File: config.mk
export PLATFORM = sky130hd
export DESIGN_NAME = rv32i_core
export DESIGN_NICKNAME = d
export VERILOG_FILES = /design/src/rtl/rv32i_pkg.sv /design/src/rtl/rv32i_regfile.sv /design/src/rtl/rv32i_core.sv
export SDC_FILE = /design/constraint.sdc
export NUM_CORES = 2
export LEC_CHECK = 0
export CORE_MARGIN = 2
export CORE_UTILIZATION = 35
export DETAILED_ROUTE_END_ITERATION = 10
export PLACE_DENSITY = 0.61
export SLEW_MARGIN = 40
export SYNTH_ARGS = -nofsm -noshare
export SYNTH_HDL_FRONTEND = slang
export SYNTH_SLANG_ARGS = --single-unit
File: constraint.sdc
create_clock -name clk -period 12.7 [get_ports clk]
set_input_delay 3.175 -clock clk [delete_from_list [all_inputs] [get_ports clk]]
set_output_delay 3.175 -clock clk [all_outputs]
set_load 0.02 [all_outputs]
File: src/rtl/rv32i_pkg.sv
// rtl/rv32i_pkg.sv - shared opcode/funct3 constants, ALU op enum and ALU helper for rv32i_core
package rv32i_pkg;

  localparam logic [31:0] RESET_PC = 32'h0000_0000;

  localparam logic [6:0] OPC_LUI      = 7'b0110111;
  localparam logic [6:0] OPC_AUIPC    = 7'b0010111;
  localparam logic [6:0] OPC_JAL      = 7'b1101111;
  localparam logic [6:0] OPC_JALR     = 7'b1100111;
  localparam logic [6:0] OPC_BRANCH   = 7'b1100011;
  localparam logic [6:0] OPC_LOAD     = 7'b0000011;
  localparam logic [6:0] OPC_STORE    = 7'b0100011;
  localparam logic [6:0] OPC_OP_IMM   = 7'b0010011;
  localparam logic [6:0] OPC_OP       = 7'b0110011;
  localparam logic [6:0] OPC_MISC_MEM = 7'b0001111;
  localparam logic [6:0] OPC_SYSTEM   = 7'b1110011;

  localparam logic [2:0] F3_BEQ  = 3'b000;
  localparam logic [2:0] F3_BNE  = 3'b001;
  localparam logic [2:0] F3_BLT  = 3'b100;
  localparam logic [2:0] F3_BGE  = 3'b101;
  localparam logic [2:0] F3_BLTU = 3'b110;
  localparam logic [2:0] F3_BGEU = 3'b111;

  localparam logic [2:0] F3_LB  = 3'b000;
  localparam logic [2:0] F3_LH  = 3'b001;
  localparam logic [2:0] F3_LW  = 3'b010;
  localparam logic [2:0] F3_LBU = 3'b100;
  localparam logic [2:0] F3_LHU = 3'b101;
  localparam logic [2:0] F3_SB  = 3'b000;
  localparam logic [2:0] F3_SH  = 3'b001;
  localparam logic [2:0] F3_SW  = 3'b010;

  localparam logic [2:0] F3_ADD  = 3'b000;
  localparam logic [2:0] F3_SLL  = 3'b001;
  localparam logic [2:0] F3_SLT  = 3'b010;
  localparam logic [2:0] F3_SLTU = 3'b011;
  localparam logic [2:0] F3_XOR  = 3'b100;
  localparam logic [2:0] F3_SR   = 3'b101;
  localparam logic [2:0] F3_OR   = 3'b110;
  localparam logic [2:0] F3_AND  = 3'b111;

  typedef enum logic [3:0] {
    ALU_ADD, ALU_SUB, ALU_SLL, ALU_SLT, ALU_SLTU,
    ALU_XOR, ALU_SRL, ALU_SRA, ALU_OR, ALU_AND
  } alu_op_e;

  function automatic logic [31:0] alu_calc(input alu_op_e op, input logic [31:0] a,
                                           input logic [31:0] b);
    logic [31:0] r;
    case (op)
      ALU_ADD:  r = a + b;
      ALU_SUB:  r = a - b;
      ALU_SLL:  r = a << b[4:0];
      ALU_SLT:  r = {31'b0, ($signed(a) < $signed(b))};
      ALU_SLTU: r = {31'b0, (a < b)};
      ALU_XOR:  r = a ^ b;
      ALU_SRL:  r = a >> b[4:0];
      ALU_SRA:  r = $unsigned($signed(a) >>> b[4:0]);
      ALU_OR:   r = a | b;
      ALU_AND:  r = a & b;
      default:  r = '0;
    endcase
    return r;
  endfunction

endpackage

File: src/rtl/rv32i_regfile.sv
// rtl/rv32i_regfile.sv - 31x32 register file, x0 hardwired to zero, 2 async reads, 1 sync write
module rv32i_regfile
  import rv32i_pkg::*;
(
  input  logic        clk,
  input  logic        rstn,
  input  logic [4:0]  ra1_i,
  input  logic [4:0]  ra2_i,
  output logic [31:0] rd1_o,
  output logic [31:0] rd2_o,
  input  logic        we_i,
  input  logic [4:0]  wa_i,
  input  logic [31:0] wd_i
);

  logic [31:0] regs_q [1:31];

  always_ff @(posedge clk) begin
    if (!rstn) begin
      for (int i = 1; i < 32; i++) regs_q[i] <= '0;
    end else if (we_i && (wa_i != 5'd0)) begin
      regs_q[wa_i] <= wd_i;
    end
  end

  assign rd1_o = (ra1_i == 5'd0) ? '0 : regs_q[ra1_i];
  assign rd2_o = (ra2_i == 5'd0) ? '0 : regs_q[ra2_i];

endmodule

File: src/rtl/rv32i_core.sv
// rtl/rv32i_core.sv - 3-stage (IF/EX/WB) RV32I core; CORE_SUBWORD_LSU_EN adds LB/LH/LBU/LHU/SB/SH
module rv32i_core #(
  parameter logic [31:0] RESET_PC = rv32i_pkg::RESET_PC
) (
  input  logic        clk,
  input  logic        rstn,
  output logic [15:0] ins_a,
  output logic        ins_e,
  input  logic [31:0] ins,
  output logic [15:0] dat_a,
  output logic [3:0]  dat_we,
  output logic [31:0] dat_wd,
  output logic [3:0]  dat_re,
  input  logic [31:0] dat_rd
);
  import rv32i_pkg::*;

  logic [31:0] pc_q, pc_d, ex_pc_q;
  logic        ex_vld_q;
  logic        wb_vld_q, wb_we_q, wb_ld_q;
  logic [4:0]  wb_rd_q;
  logic [31:0] wb_alu_q;
`ifdef CORE_SUBWORD_LSU_EN
  logic [2:0]  wb_f3_q;
  logic [1:0]  wb_ea_q;
`endif

  logic [6:0]  opcode;
  logic [4:0]  rd, rs1, rs2;
  logic [2:0]  f3;
  logic [31:0] imm_i, imm_b, imm_u, imm_j;
  logic [15:0] imm_s, ea;
  logic [31:0] rf_rd1, rf_rd2, rs1_val, rs2_val;
  logic [31:0] ld_data, wb_res;
  logic        wb_fwd;

  alu_op_e     alu_op;
  logic [31:0] alu_b, alu_res;
  logic        br_taken;

  logic        rd_we, ld_ok, st_ok, jump, redirect, mem_act;
  logic [31:0] ex_res, target, st_data;
  logic [3:0]  be;

  assign opcode = ins[6:0];
  assign rd     = ins[11:7];
  assign f3     = ins[14:12];
  assign rs1    = ins[19:15];
  assign rs2    = ins[24:20];
  assign imm_i  = {{20{ins[31]}}, ins[31:20]};
  assign imm_s  = {{4{ins[31]}}, ins[31:25], ins[11:7]};
  assign imm_b  = {{19{ins[31]}}, ins[31], ins[7], ins[30:25], ins[11:8], 1'b0};
  assign imm_u  = {ins[31:12], 12'b0};
  assign imm_j  = {{11{ins[31]}}, ins[31], ins[19:12], ins[20], ins[30:21], 1'b0};

  rv32i_regfile u_rf (
    .clk   (clk),
    .rstn  (rstn),
    .ra1_i (rs1),
    .ra2_i (rs2),
    .rd1_o (rf_rd1),
    .rd2_o (rf_rd2),
    .we_i  (wb_vld_q && wb_we_q),
    .wa_i  (wb_rd_q),
    .wd_i  (wb_res)
  );

  // Load lane extraction uses the WB-registered address and funct3.
`ifdef CORE_SUBWORD_LSU_EN
  logic [31:0] lane_b, lane_h;
  assign lane_b = dat_rd >> {wb_ea_q, 3'b000};
  assign lane_h = dat_rd >> {wb_ea_q[1], 4'b0000};
  always_comb begin
    ld_data = dat_rd;
    case (wb_f3_q)
      F3_LB:   ld_data = {{24{lane_b[7]}}, lane_b[7:0]};
      F3_LBU:  ld_data = {24'b0, lane_b[7:0]};
      F3_LH:   ld_data = {{16{lane_h[15]}}, lane_h[15:0]};
      F3_LHU:  ld_data = {16'b0, lane_h[15:0]};
      default: ld_data = dat_rd;
    endcase
  end
`else
  assign ld_data = dat_rd;
`endif

  assign wb_res  = wb_ld_q ? ld_data : wb_alu_q;
  assign wb_fwd  = wb_vld_q && wb_we_q && (wb_rd_q != 5'd0);
  assign rs1_val = (wb_fwd && (wb_rd_q == rs1)) ? wb_res : rf_rd1;
  assign rs2_val = (wb_fwd && (wb_rd_q == rs2)) ? wb_res : rf_rd2;

  always_comb begin
    alu_op = ALU_ADD;
    case (f3)
      F3_ADD:  alu_op = ((opcode == OPC_OP) && ins[30]) ? ALU_SUB : ALU_ADD;
      F3_SLL:  alu_op = ALU_SLL;
      F3_SLT:  alu_op = ALU_SLT;
      F3_SLTU: alu_op = ALU_SLTU;
      F3_XOR:  alu_op = ALU_XOR;
      F3_SR:   alu_op = ins[30] ? ALU_SRA : ALU_SRL;
      F3_OR:   alu_op = ALU_OR;
      F3_AND:  alu_op = ALU_AND;
      default: alu_op = ALU_ADD;
    endcase
  end

  assign alu_b   = (opcode == OPC_OP) ? rs2_val : imm_i;
  assign alu_res = alu_calc(alu_op, rs1_val, alu_b);
  assign ea      = rs1_val[15:0] + ((opcode == OPC_STORE) ? imm_s : imm_i[15:0]);

  always_comb begin
    br_taken = 1'b0;
    case (f3)
      F3_BEQ:  br_taken = (rs1_val == rs2_val);
      F3_BNE:  br_taken = (rs1_val != rs2_val);
      F3_BLT:  br_taken = ($signed(rs1_val) < $signed(rs2_val));
      F3_BGE:  br_taken = ($signed(rs1_val) >= $signed(rs2_val));
      F3_BLTU: br_taken = (rs1_val < rs2_val);
      F3_BGEU: br_taken = (rs1_val >= rs2_val);
      default: br_taken = 1'b0;
    endcase
  end

  // Anything not decoded below (FENCE, SYSTEM, unknown) falls through as a NOP.
  always_comb begin
    rd_we   = 1'b0;
    ld_ok   = 1'b0;
    st_ok   = 1'b0;
    jump    = 1'b0;
    ex_res  = alu_res;
    target  = '0;
    be      = 4'b0000;
    st_data = '0;
    case (opcode)
      OPC_LUI: begin
        rd_we  = 1'b1;
        ex_res = imm_u;
      end
      OPC_AUIPC: begin
        rd_we  = 1'b1;
        ex_res = ex_pc_q + imm_u;
      end
      OPC_JAL: begin
        rd_we  = 1'b1;
        ex_res = ex_pc_q + 32'd4;
        jump   = 1'b1;
        target = ex_pc_q + imm_j;
      end
      OPC_JALR: begin
        rd_we  = 1'b1;
        ex_res = ex_pc_q + 32'd4;
        jump   = 1'b1;
        target = (rs1_val + imm_i) & 32'hFFFF_FFFE;
      end
      OPC_BRANCH: begin
        jump   = br_taken;
        target = ex_pc_q + imm_b;
      end
      OPC_LOAD: begin
        case (f3)
          F3_LW: begin ld_ok = 1'b1; be = 4'b1111; end
`ifdef CORE_SUBWORD_LSU_EN
          F3_LB, F3_LBU: begin ld_ok = 1'b1; be = 4'b0001 << ea[1:0]; end
          F3_LH, F3_LHU: begin ld_ok = 1'b1; be = 4'b0011 << {ea[1], 1'b0}; end
`endif
          default: ld_ok = 1'b0;
        endcase
        rd_we = ld_ok;
      end
      OPC_STORE: begin
        case (f3)
          F3_SW: begin st_ok = 1'b1; be = 4'b1111; st_data = rs2_val; end
`ifdef CORE_SUBWORD_LSU_EN
          F3_SB: begin st_ok = 1'b1; be = 4'b0001 << ea[1:0]; st_data = {4{rs2_val[7:0]}}; end
          F3_SH: begin st_ok = 1'b1; be = 4'b0011 << {ea[1], 1'b0}; st_data = {2{rs2_val[15:0]}}; end
`endif
          default: st_ok = 1'b0;
        endcase
      end
      OPC_OP_IMM, OPC_OP: rd_we = 1'b1;
      default: rd_we = 1'b0;
    endcase
  end

  assign redirect = ex_vld_q && jump;
  assign pc_d     = redirect ? target : pc_q + 32'd4;
  assign mem_act  = rstn && ex_vld_q && (ld_ok || st_ok);

  assign ins_a  = pc_q[15:0];
  assign ins_e  = rstn;
  assign dat_a  = mem_act ? ea : 16'h0000;
  assign dat_we = (mem_act && st_ok) ? be : 4'b0000;
  assign dat_re = (mem_act && ld_ok) ? be : 4'b0000;
  assign dat_wd = (mem_act && st_ok) ? st_data : 32'h0;

  always_ff @(posedge clk) begin
    if (!rstn) begin
      pc_q     <= RESET_PC;
      ex_pc_q  <= RESET_PC;
      ex_vld_q <= 1'b0;
      wb_vld_q <= 1'b0;
      wb_we_q  <= 1'b0;
      wb_ld_q  <= 1'b0;
      wb_rd_q  <= 5'd0;
      wb_alu_q <= '0;
    end else begin
      pc_q     <= pc_d;
      ex_pc_q  <= pc_q;
      ex_vld_q <= !redirect;
      wb_vld_q <= ex_vld_q;
      wb_we_q  <= rd_we;
      wb_ld_q  <= ld_ok;
      wb_rd_q  <= rd;
      wb_alu_q <= ex_res;
    end
  end

`ifdef CORE_SUBWORD_LSU_EN
  always_ff @(posedge clk) begin
    if (!rstn) begin
      wb_f3_q <= 3'b000;
      wb_ea_q <= 2'b00;
    end else begin
      wb_f3_q <= f3;
      wb_ea_q <= ea[1:0];
    end
  end
`endif

endmodule

# Word level (Yosys, flattened, before mapping)
# Memories as Yosys holds them, arrays and structs flattened.
# Cells that the tools add are included.
# op_classes
n_reduce_logical	21
n_mul	0
add_sub_neg	9
div	0
n_mux	35
eq_ne	29
bitwise	3
n_shift	3
n_lt_le_gt_ge	6
# op_table
operator	count
$mux 32	11
$pmux 32 s10	1
$pmux 32 s3	2
$add 32x32->32	5
$lt 32x32->1	4
$add 32x3->32 const B	2
$ge 32x32->1	2
$and 32x32->32	1
$eq 32x32->1	1
$ne 32x32->1	1
$or 32x32->32	1
$pmux 4 s8	1
$reduce_or 32->1	1
$shl 32x5->32	1
$shr 32x5->32	1
$sshr 32x5->32	1
$sub 32x32->32	1
$xor 32x32->32	1
$eq 7x6->1 const B	3
$eq 7x7->1 const B	3
$add 16x16->16	1
$eq 4x3->1 const B	4
$mux 16	1
$mux 4	4
other kinds (22)	52
# totals
latch_bits	0
elab_cells	115
mem_count	1
ff_bits	105
ramBits	992
romBits	0
out_inout_bits	73
in_bits	66
# memory_table
name	depth	word_bits	rd	rd_ports_with_merged_regs	write_ports	line	source
u_rf.regs_q	31	32	2	0	31	rv32i_regfile.sv:16	logic [31:0] regs_q [1:31];

# Longest topological paths before layout
# depth
depth_word	9
depth_mapped	27
depth_no_buf	20

# Hierarchy
# Synthesis repeated with hierarchy kept, for this count alone.
# unflattened
cells_unflattened	6474
hier_area_um2	75477.4
# by_module_without_submodules
mod	n_inst	seq_area_each_um2	area_each_um2	cells_per_inst
rv32i_regfile	1	30749.5	54214.5	3505
rv32i_core	1	2102.0	21262.9	2969

# Least setup slack after synthesis
# No wires, ideal clock.
# synth_timing
kind	input port to output port
start	in ins[15]
end	out dat_a[13]
cell_stages	17
slack_ps	2230
arrival_ps	7295
required_ps	9525
cell_sequence	buf_6 -> xnor2_1 -> o211ai_2 -> or2_2 -> clkbuf_1 -> o21ai_0 -> ha_1 -> a21o_1 -> a21o_1 -> a21o_1 -> a21oi_1 -> o21bai_1 -> a21oi_1 -> o21ai_0 -> a221oi_1 -> xor2_1 -> nor2_1
# synth_via
elab_chain_cells	5
# synth_rtl
element	line	source
from (decl)	rv32i_core.sv:9	input logic [31:0] ins,
$mem_v2 31x32, or another cell as far along	-	
$mux 32 or $logic_and 1x1->1 (tied branches)	rv32i_regfile.sv:26, rv32i_core.sv:89	
$mux 32 (*)	rv32i_core.sv:89	assign rs1_val = (wb_fwd && (wb_rd_q == rs1)) ? wb_res : rf_rd1;
$add 16x16->16 (*)	rv32i_core.sv:109	assign ea = rs1_val[15:0] + ((opcode == OPC_STORE) ? imm_s : imm_i[15:0]);
$mux 16 (*)	rv32i_core.sv:191	assign dat_a = mem_act ? ea : 16'h0000;
to (decl)	rv32i_core.sv:10	output logic [15:0] dat_a,
# Mark *: on every way between the ends. The rest lies on a longest branch, timed or not.

# Worst setup path after layout
# layout_timing
start	in ins[18]
end	out dat_a[14]
# The elaborated chain is that of the path after synthesis.

==> run_results.csv <==
group,metric,value,unit
routing,drtIter0Drc,10300,
critical_path,crit_path_start_kind,"primary input",
cts,cts_buffer_depth,3,
critical_path,reg2reg_slack,5.39,ns
finish,fin_area,81300,µm²
synthesis,synth_cell_types,106,
sta,setup_viol,0,
sta,drv_slew,0,
cts,numCtsBuffers,130,
run,maxCapViolCount,0,
finish,nets,6621,
sta,hold_viol,0,
synthesis,syn_area,72400,µm²
finish,final_core_util,39.6,%
synthesis,yosysWarnings,0,
sta,rsz0062_at_grt,"false",
floorplanning,fp.dieW,459,µm
routing,num_vias,59700,
cts,post_cts_buffers,0,
cts,clock-root-buffer,"clkbuf_16",
status,status,"completed",
critical_path,end_kind,"primary output",
sta,relSlewSlack,32.2,%
routing,drc_errors,0,
synthesis,avgSynthCellArea,11.3,µm²
min_path,hold_class,"register to register",
cts,clk_latency,0.82,ns
finish,area_growth,12.4,%
sta,fin_crit,12.03,ns
critical_path,crit_type,"primary input to primary output",
critical_path,cpPeakStageDelay,0.74,ns
finish,drive_gt1_share,18.0,%
sta,fin_hold_ws,0.488,ns
floorplanning,die_h,459,µm
critical_path,crit_chain,"buf_2 -> nand3b_1 -> buf_4 -> o22ai_1 -> a2111oi_1 -> a311oi_1 -> a21o_1 -> ha_1 -> nand4_1 -> o21ai_0 -> and3_1 -> a31oi_1 -> xnor2_1 -> nor2_1 -> clkdlybuf4s50_1",
synthesis,ys_seq_area_share,45.4,%
grt,grt_max_degree,123,
synthesis,yosysTopAreaCell,"edfxtp_1",
placement,io_buffers,138,
sta,setup_tns,0,ns
floorplanning,pin_count,139,
synthesis,ys_top_cells_by_area,"edfxtp_1, mux4_2, nor2_1",
synthesis,ys_ff_latch,1129,
grt,globalRoute.totalOverflow,0,
pwr,ir_drop,0.144,mV
sta,tightest_slew,1.02,ns
sta,fin_crit_sh,94.8,%
sta,skew,0.0523,ns
grt,grt_pass1_vias,57500,
floorplanning,coreArea,205000,µm²
floorplanning,start_util,35.3,%
grt,gr-usage-all-layers,28.7,%
placement,place.gp.congestion,1.02,
routing,drtPass1Iterations,8,
synthesis,yosys-top-cells-count,"nor2_1, edfxtp_1, mux4_2, clkbuf_1, nand2_1",
synthesis,postSynthCellCount,6379,
grt,antenna_found_initial,10,
sta,max_freq,83.1,MHz
floorplanning,die_area,210000,µm²
routing,detail-route-antenna-nets,0,
synthesis,async_flop_share,0,%
cts,cts_tree,"done",
placement,dp_hpwl,205000,µm
critical_path,required,9.52,ns
placement,dp.cells,8886,
cts,ctsResizeCount,0,
cts,ctsHoldBuffers,0,
synthesis,dominantRegCellSynth,"edfxtp_1",
finish,finalNonFillerCells,9129,
routing,routed_wirelength,310000,µm
cts,cts.reportedPaths.clkPinSlew,0.06,ns
routing,wl_per_cell,34.0,µm
critical_path,cp_max_fo,16,
pwr,p_per_area,126,nW/µm²
critical_path,arrival,8.86,ns
synthesis,synth_top_area_share,42.5,%
synthesis,yosys.cell_count.top_type,"nor2_1",
cts,cts-htree-levels,4,
critical_path,cpMaxStageDelayCell,"a2111oi_1",
pwr,leakage,29.2,nW
floorplanning,num_rows,166,
critical_path,crit_family,"compound AO/OA/AOI/OAI gates",
cts,cts.sinks,1129,
synthesis,synth_edf_count,1024,
routing,viasPerCell,6.54,
critical_path,path_buf_inv,3,
grt,grt_pass1_wl,434000,µm
placement,dpl_cell_area,77100,µm²
[layout make-up]
type	count	area (µm²)
Inverter	172	653
Clock inverter	73	643
Antenna cell	4	10.0
Sequential cell	1129	32900
Fill cell	19400	124000
Tap cell	2688	3360
Multi-Input combinational cell	4530	37100
Clock buffer	162	3500
Timing Repair Buffer	371	3230
[cells in the final DEF (no fill, tap or decap), types with 166 or more instances in the layout]
master    instances
o21ai_0         186
nand2_1         240
inv_1           166
a21oi_1         271
mux4_2          502
mux2i_1         265
buf_4           218
nor2_1         1331
ha_1            215
edfxtp_1       1024
[worst register-to-register path, cell delays in order, from the launching register on]
cell      delay [ns]
dfxtp_1         0.62
xor2_1          0.19
or4_4           0.60
o21bai_4        0.48
or4_1           0.65
nand2_8         0.31
inv_4           0.39
ha_1            0.31
nand2b_1        0.13
o311a_1         0.20
o31ai_1         0.15
a211oi_1        0.64
o21ai_0         0.30
a211oi_1        0.32
a211oi_1        0.15
o31ai_1         0.60
o21ai_0         0.20
xnor2_1         0.20
nand2_1         0.11
a311oi_1        0.60
[worst paths after layout]
| kind | startpoint | to | depth (start not counted) |
|---|---|---|---|
| max | ins[18] | dat_a[14] | 15 |
| min reg2reg | pc_q[21]$_SDFF_PN0_ | ex_pc_q[21]$_SDFF_PN0_ | 2 |
| max reg2reg | wb_rd_q[1]$_SDFF_PN0_ | wb_alu_q[25]$_SDFF_PN0_ | 19 |
| min | pc_q[21]$_SDFF_PN0_ | ex_pc_q[21]$_SDFF_PN0_ | 2 |
[power breakdown]
| part | switching, mW | internal [mW] | leakage, nW |
|---|---|---|---|
| Sequential | 0.0865 | 4.18 | 11.4 |
| Combinational | 1.45 | 0.744 | 15.8 |
| Clock | 1.62 | 2.13 | 2.04 |
[cell families after synthesis]
kind of cell,share of synthesized area [%]
compound gates,11.4
simple gates,12.0
flops,45.4
mux,20.5
other cells,0.00518
buf+inv,4.65
xor+xnor,2.07
fa+ha+maj,3.88
[through the flow]
step	power (mW)	worst slack, ns
global route	10.4	0.626
finish	10.2	0.667
floorplan	5.61	2.23
global placement	6.43	0.723
detailed placement	6.45	0.835
CTS	10.2	0.813
[flip-flops by register name (all words and copies together), names as in the netlist, 5 cells and up]
signal	flops
ex_pc_q	32
pc_q	32
u_rf.regs_q	1024
wb_alu_q	32
wb_rd_q	5
[metal layers]
metal  routed length [µm]  vias to the layer above  track usage [%]  part of all wire (%)
met1               110000                    29800             36.2                    35
met2               139000                     4851             44.7                    45
met3                38800                     1066             6.87                    12
met5                   32                        -                0                 0.010
met4                22600                        4             17.4                   7.3
li1                     -                    24000                -                     -
No activity file was read; power rests on OpenSTA's default activity.
